## config.mk

```make
export PLATFORM = sky130hd
export DESIGN_NAME = shift_seq_ctrl
export DESIGN_NICKNAME = d
export VERILOG_FILES = /design/src/rtl/shift_seq_ctrl.sv
export SDC_FILE = /design/constraint.sdc
export NUM_CORES = 1
export LEC_CHECK = 0
export ABC_CLOCK_PERIOD_IN_PS = 6430
export BUFFER_PORTS_ARGS = -buffer_cell sky130_fd_sc_hd__buf_4
export CORE_MARGIN = 2
export CORE_UTILIZATION = 55
export DETAILED_ROUTE_END_ITERATION = 10
export HOLD_SLACK_MARGIN = 0.08
export PLACE_DENSITY = 0.76
export SETUP_SLACK_MARGIN = 0.02
export SYNTH_ARGS = -nofsm -noshare
export SYNTH_HDL_FRONTEND = slang
export SYNTH_SLANG_ARGS = --single-unit
```

## constraint.sdc

```tcl
create_clock -name clk -period 6.43 [get_ports clk]
set_input_delay 0.3215 -clock clk [delete_from_list [all_inputs] [get_ports clk]]
set_output_delay 0.3215 -clock clk [all_outputs]
set_load 0.02 [all_outputs]
```

## src/rtl/shift_seq_ctrl.sv

```systemverilog
// shift_seq_ctrl
//   Multi-cycle shift sequencer. It accepts one shift request (operand,
//   amount, type) over a valid/ready handshake. It shifts the operand
//   iteratively, moving at most STEP bit positions per clock. It then
//   holds the result until the consumer takes it. This is the low-area
//   alternative to the combinational shifter in the execute stage.
//
//   Optional feature macro: SHIFT_SEQ_ROTATE_EN
//     defined   : type 01 is rotate right (ror)
//     undefined : type 01 is arithmetic right shift (sra); no rotate logic
//
// Ports
//   clk        in   1      clock, rising edge
//   reset      in   1      asynchronous, active-high reset
//   req_valid  in   1      request present
//   req_ready  out  1      request can be accepted (IDLE only)
//   req_data   in   WIDTH  operand
//   req_amt    in   AW     shift amount, 0..WIDTH-1
//   req_type   in   2      00=sll, 10=srl, 11=sra, 01=sra/ror
//   rsp_valid  out  1      result present
//   rsp_ready  in   1      consumer takes the result
//   rsp_data   out  WIDTH  shifted result
//   busy       out  1      operation in progress or result pending

module shift_seq_ctrl #(
  parameter int unsigned WIDTH = 32,
  parameter int unsigned STEP  = 4,
  localparam int unsigned AW   = $clog2(WIDTH)
) (
  input  logic             clk,
  input  logic             reset,
  input  logic             req_valid,
  output logic             req_ready,
  input  logic [WIDTH-1:0] req_data,
  input  logic [AW-1:0]    req_amt,
  input  logic [1:0]       req_type,
  output logic             rsp_valid,
  input  logic             rsp_ready,
  output logic [WIDTH-1:0] rsp_data,
  output logic             busy
);

  typedef enum logic [1:0] {
    S_IDLE,
    S_SHIFT,
    S_DONE
  } state_t;

  typedef enum logic [1:0] {
    OP_SLL,
    OP_SRL,
    OP_SRA,
    OP_ROR
  } op_t;

  // STEP may equal WIDTH, so the step amount needs one bit more than cnt.
  localparam logic [AW:0] STEP_W = (AW+1)'(STEP);

  state_t           state;
  op_t              op;
  logic [AW-1:0]    cnt;
  logic [WIDTH-1:0] work;

  logic [AW:0]      cnt_ext;
  logic [AW:0]      s;
  logic [WIDTH-1:0] next_work;
  logic             last_step;
`ifdef SHIFT_SEQ_ROTATE_EN
  logic [2*WIDTH-1:0] rot_dbl;
`endif

  function automatic op_t decode_type(input logic [1:0] t);
    op_t r;
    case (t)
      2'b00:   r = OP_SLL;
      2'b10:   r = OP_SRL;
      2'b11:   r = OP_SRA;
`ifdef SHIFT_SEQ_ROTATE_EN
      default: r = OP_ROR;
`else
      default: r = OP_SRA;
`endif
    endcase
    return r;
  endfunction

  // One step of the iteration: s = min(STEP, cnt). Because s never exceeds
  // cnt, cnt cannot underflow. A sign fill repeated on every step equals a
  // single sign fill, because sra keeps the operand's top bit in place.
  always_comb begin
    cnt_ext   = {1'b0, cnt};
    s         = (cnt_ext > STEP_W) ? STEP_W : cnt_ext;
    last_step = (cnt_ext == s);
    next_work = work;
`ifdef SHIFT_SEQ_ROTATE_EN
    rot_dbl   = {work, work} >> s;
`endif
    case (op)
      OP_SLL:  next_work = work << s;
      OP_SRL:  next_work = work >> s;
      OP_SRA:  next_work = $unsigned($signed(work) >>> s);
`ifdef SHIFT_SEQ_ROTATE_EN
      OP_ROR:  next_work = rot_dbl[WIDTH-1:0];
`endif
      default: next_work = work;
    endcase
  end

  always_ff @(posedge clk or posedge reset) begin
    if (reset) begin
      state     <= S_IDLE;
      op        <= OP_SLL;
      cnt       <= '0;
      work      <= '0;
      req_ready <= 1'b1;
      rsp_valid <= 1'b0;
      rsp_data  <= '0;
      busy      <= 1'b0;
    end else begin
      case (state)
        S_IDLE: begin
          // req_ready is high exactly while in IDLE.
          if (req_valid) begin
            work      <= req_data;
            op        <= decode_type(req_type);
            cnt       <= req_amt;
            req_ready <= 1'b0;
            busy      <= 1'b1;
            if (req_amt == '0) begin
              state     <= S_DONE;
              rsp_valid <= 1'b1;
              rsp_data  <= req_data;
            end else begin
              state <= S_SHIFT;
            end
          end
        end

        S_SHIFT: begin
          work <= next_work;
          cnt  <= cnt - s[AW-1:0];
          if (last_step) begin
            state     <= S_DONE;
            rsp_valid <= 1'b1;
            rsp_data  <= next_work;
          end
        end

        S_DONE: begin
          if (rsp_ready) begin
            state     <= S_IDLE;
            rsp_valid <= 1'b0;
            busy      <= 1'b0;
            req_ready <= 1'b1;
          end
        end

        default: begin
          state     <= S_IDLE;
          req_ready <= 1'b1;
          rsp_valid <= 1'b0;
          busy      <= 1'b0;
        end
      endcase
    end
  end

endmodule

```

==> parameters.txt <==
Parameter                              Value

Outcome
  Status    finished, final reports clean

Route
  Routed vias/inst    7.15
  Drt initial violations    794
  Overall via count from detail_route    6505
  Routed WL per cell    23.5 µm
  Number of antenna-violating nets in the routed design    0
  Number of detailed-route iterations in the first pass    6
  Remaining routing DRC violations    0
  Wirelength, routed    21400 µm

Pwr
  Total power divided by cell area    619 nW/µm²
  Power spent charging and discharging nets    2.25 mW
  Share of total power in the clock network    0.101
  P_int    1.98 mW
  Reg power frac    0.286
  Max rail drop VDD    0.677 mV
  Proportion of total power due to net switching    0.532
  Cell leakage power    2.76 nW
  Portion of total power attributed to combinational logic    0.613

Clocking
  Clock-pin slew on the worst setup and hold paths    90 ps
  Clock sink count    76
  Maximum count of clock buffers along a single path    2
  Buffer type at the clock tree root    sky130_fd_sc_hd__clkbuf_8
  Quantity of gates resized following cts    0
  Buffers inserted by post-CTS timing repair    0
  Total number of H-tree levels    3
  TritonCTS clock tree    yes
  Total CTS buffers    9
  Clock Latency Late Sink    380 ps
  Post-CTS Hold Buffers    0

STA
  Highest achievable clock rate    275 MHz
  # setup viols final    0
  Slew @ Worst Pin    1230 ps
  Final-report hold violation count    0
  Period minus WS final    3640 ps
  Setup repair after global routing missed its margin    false
  Number of pins with negative max-slew slack in the final report    0
  Period Utilization, post-route    0.566
  Hold slack final    145 ps
  Setup Total Neg Slack    0 ps
  Final clock skew    9.91 ps
  Headroom to the max-slew limit    0.178

Setup path
  WP depth    8
  Critical path arrival    3920 ps
  Largest delay share family, worst path    simple AND/OR/NAND/NOR gates
  Stage delay of the slowest cell on the critical path    1000 ps
  Critical Path Slowest Stage Cell    sky130_fd_sc_hd__nor4b_4
  Worst setup path category    flop to flop
  Launching element type of the critical path    flop
  Largest fanout of any net on the critical path    33
  Endpoint required time on the critical path    6710 ps
  R2R depth    8
  Total buffers and inverters traversed by the critical path    2
  Type of destination of the critical path    flop
  Cell repeated most along the worst path    sky130_fd_sc_hd__buf_4
  Cell Chain, Critical Path    buf_4 > nor4b_4 > buf_4 > mux2i_1 > a211oi_1 > nor4_1 > o21ai_0 > o21a_1

Cells and area
  Most used cells in the layout excluding fill and tap cells    sky130_fd_sc_hd__buf_4, sky130_fd_sc_hd__nand2_1, sky130_fd_sc_hd__dfrtp_1
  Number of nets in the finished design    810
  Number of fill cells in the layout    961
  Layout cell share with drive strength beyond 1    0.197
  Multi-input combinational cell area    3800 µm²
  Antenna Diode Count    0
  Synthesis-to-layout area growth    11.1%
  Leading cell type in the layout, fill and taps excluded    sky130_fd_sc_hd__buf_4
  Flip-flop and latch area    1900 µm²

GRT
  Global-route wire length before repair    33700 µm
  Largest net degree at the start of global routing    77
  All-layer global routing usage    0.367
  Via count of the first global-routing pass    6129
  Initial antenna violation count    0
  Remaining global-route overflow    0

Floorplan
  Total core area    10900 µm²
  Initial Util    0.565
  Row count    38
  Area enclosed by the die boundary    12000 µm²
  Die outline height    110 µm
  Die outline width    110 µm
  Top-level I/O count    78

Synth
  Average size of a mapped cell    8.12 µm²
  Sequential element share of the synthesized area    0.310
  Fraction of registers with async set or reset after synthesis    1.00
  Post-Synthesis Net Count    802
  Number of synthesis warnings    0
  Most frequently used flop master after synthesis    sky130_fd_sc_hd__dfrtp_1
  Mapped cell area    6150 µm²
  Number of flops mapped to enable cells by yosys    0
  Unique masters post-synth    70
  Gate count after technology mapping    757
  Flip-flop and latch count after synthesis    76

Place
  Global placer's final weighted congestion    0.930
  HPWL after DPL    13600 µm
  Buffers on Ports    77

Worst hold path
  Type of the worst min-delay path    primary input to flop
  Cell depth of the worst min-delay path    3

Job
  Max-Cap Viols    0
[metal layers]
metal  wire length, µm  GRT usage
met5                 0          0
met4               858      0.182
met3              2100     0.0735
met2              9900      0.568
met1              8520      0.488
[registers in the layout, summed over array words and instances, names as in the netlist]
register and count:
op 2, cnt 5, req_ready 1, state 2, work 32, rsp_valid 1, rsp_data 32, busy 1
[Yosys cell counts (7+ instances only)]
library cell / count / area (µm²)
sky130_fd_sc_hd__nand2_1: 91 / 342
sky130_fd_sc_hd__dfrtp_1: 75 / 1880
sky130_fd_sc_hd__clkbuf_1: 63 / 236
sky130_fd_sc_hd__o21ai_0: 61 / 305
sky130_fd_sc_hd__a21oi_1: 55 / 275
sky130_fd_sc_hd__nor2_1: 50 / 188
sky130_fd_sc_hd__a31oi_1: 39 / 244
sky130_fd_sc_hd__mux2i_1: 34 / 340
sky130_fd_sc_hd__a221oi_1: 20 / 175
sky130_fd_sc_hd__buf_2: 20 / 100
sky130_fd_sc_hd__mux2_2: 20 / 225
sky130_fd_sc_hd__o22ai_1: 20 / 125
sky130_fd_sc_hd__nand3_1: 12 / 60.1
sky130_fd_sc_hd__o221ai_1: 12 / 105
sky130_fd_sc_hd__nor2b_1: 11 / 68.8
sky130_fd_sc_hd__o211ai_1: 10 / 75.1
sky130_fd_sc_hd__nand4_1: 9 / 56.3
sky130_fd_sc_hd__buf_6: 8 / 90.1
sky130_fd_sc_hd__a211oi_1: 7 / 52.6
sky130_fd_sc_hd__inv_1: 7 / 26.3
sky130_fd_sc_hd__nand2b_1: 7 / 43.8
[cell type report]
cell class,instances,area share
Inverter,8,0.00458
Clock buffer,10,0.0202
Tap cell,140,0.0256
Sequential cell,76,0.279
Clock inverter,6,0.0128
Multi-Input combinational cell,577,0.556
Timing Repair Buffer,93,0.102
[final timing paths]
path / from / to / slack [ps]
hold / removal: req_type[0] / op[1] / 150
setup reg to reg: cnt[0] / rsp_data[8] / 2790
min in group asynchronous: reset / rsp_data[23] / 240
hold reg to reg: rsp_data[5] / rsp_data[5] / 490
max in group asynchronous: reset / cnt[1] / 5510
setup / recovery: cnt[0] / rsp_data[8] / 2790
[power groups by stage]
stage / clock, mW / combinational, mW / sequential (mW)
final: 0.428 / 2.59 / 1.21
after global routing: 0.449 / 2.80 / 1.24
after CTS: 0.430 / 2.54 / 1.18
after detailed placement: 0 / 2.53 / 1.19
after global placement: 0 / 2.48 / 1.18
after floorplan: 0 / 1.95 / 0.986
[cell families (layout without fill, tap and decap cells)]
family / after synthesis / in the layout / synth area share
compound gates: 294 / 294 / 0.317
simple gates: 214 / 214 / 0.165
buf+inv: 104 / 117 / 0.0773
flops: 76 / 76 / 0.310
mux: 62 / 62 / 0.121
xor+xnor: 3 / 3 / 0.00428
fa+ha+maj: 2 / 2 / 0.00407
other cells: 2 / 2 / 0.00122
[per-stage QoR]
step / instances / total power, mW / util / instance area (µm²) / worst slack, ps
after floorplan: 757 / 2.93 / - / 6150 / 4160
after global placement: 894 / 3.66 / 0.607 / 6610 / 3100
after detailed placement: 894 / 3.72 / 0.607 / 6610 / 2970
after CTS: 910 / 4.15 / 0.627 / 6830 / 2960
after global routing: 910 / 4.49 / 0.627 / 6830 / 2690
final: 910 / 4.23 / 0.627 / 6830 / 2790
[worst register-to-register path, stage by stage (launching register included)]
cell and delay [ps]:
sky130_fd_sc_hd__dfrtp_1 330, sky130_fd_sc_hd__buf_4 350, sky130_fd_sc_hd__nor4b_4 1010, sky130_fd_sc_hd__buf_4 410, sky130_fd_sc_hd__mux2i_1 320, sky130_fd_sc_hd__a211oi_1 110, sky130_fd_sc_hd__nor4_1 690, sky130_fd_sc_hd__o21ai_0 190
sky130_fd_sc_hd__o21a_1 140
(Power assumes the default switching activity.)
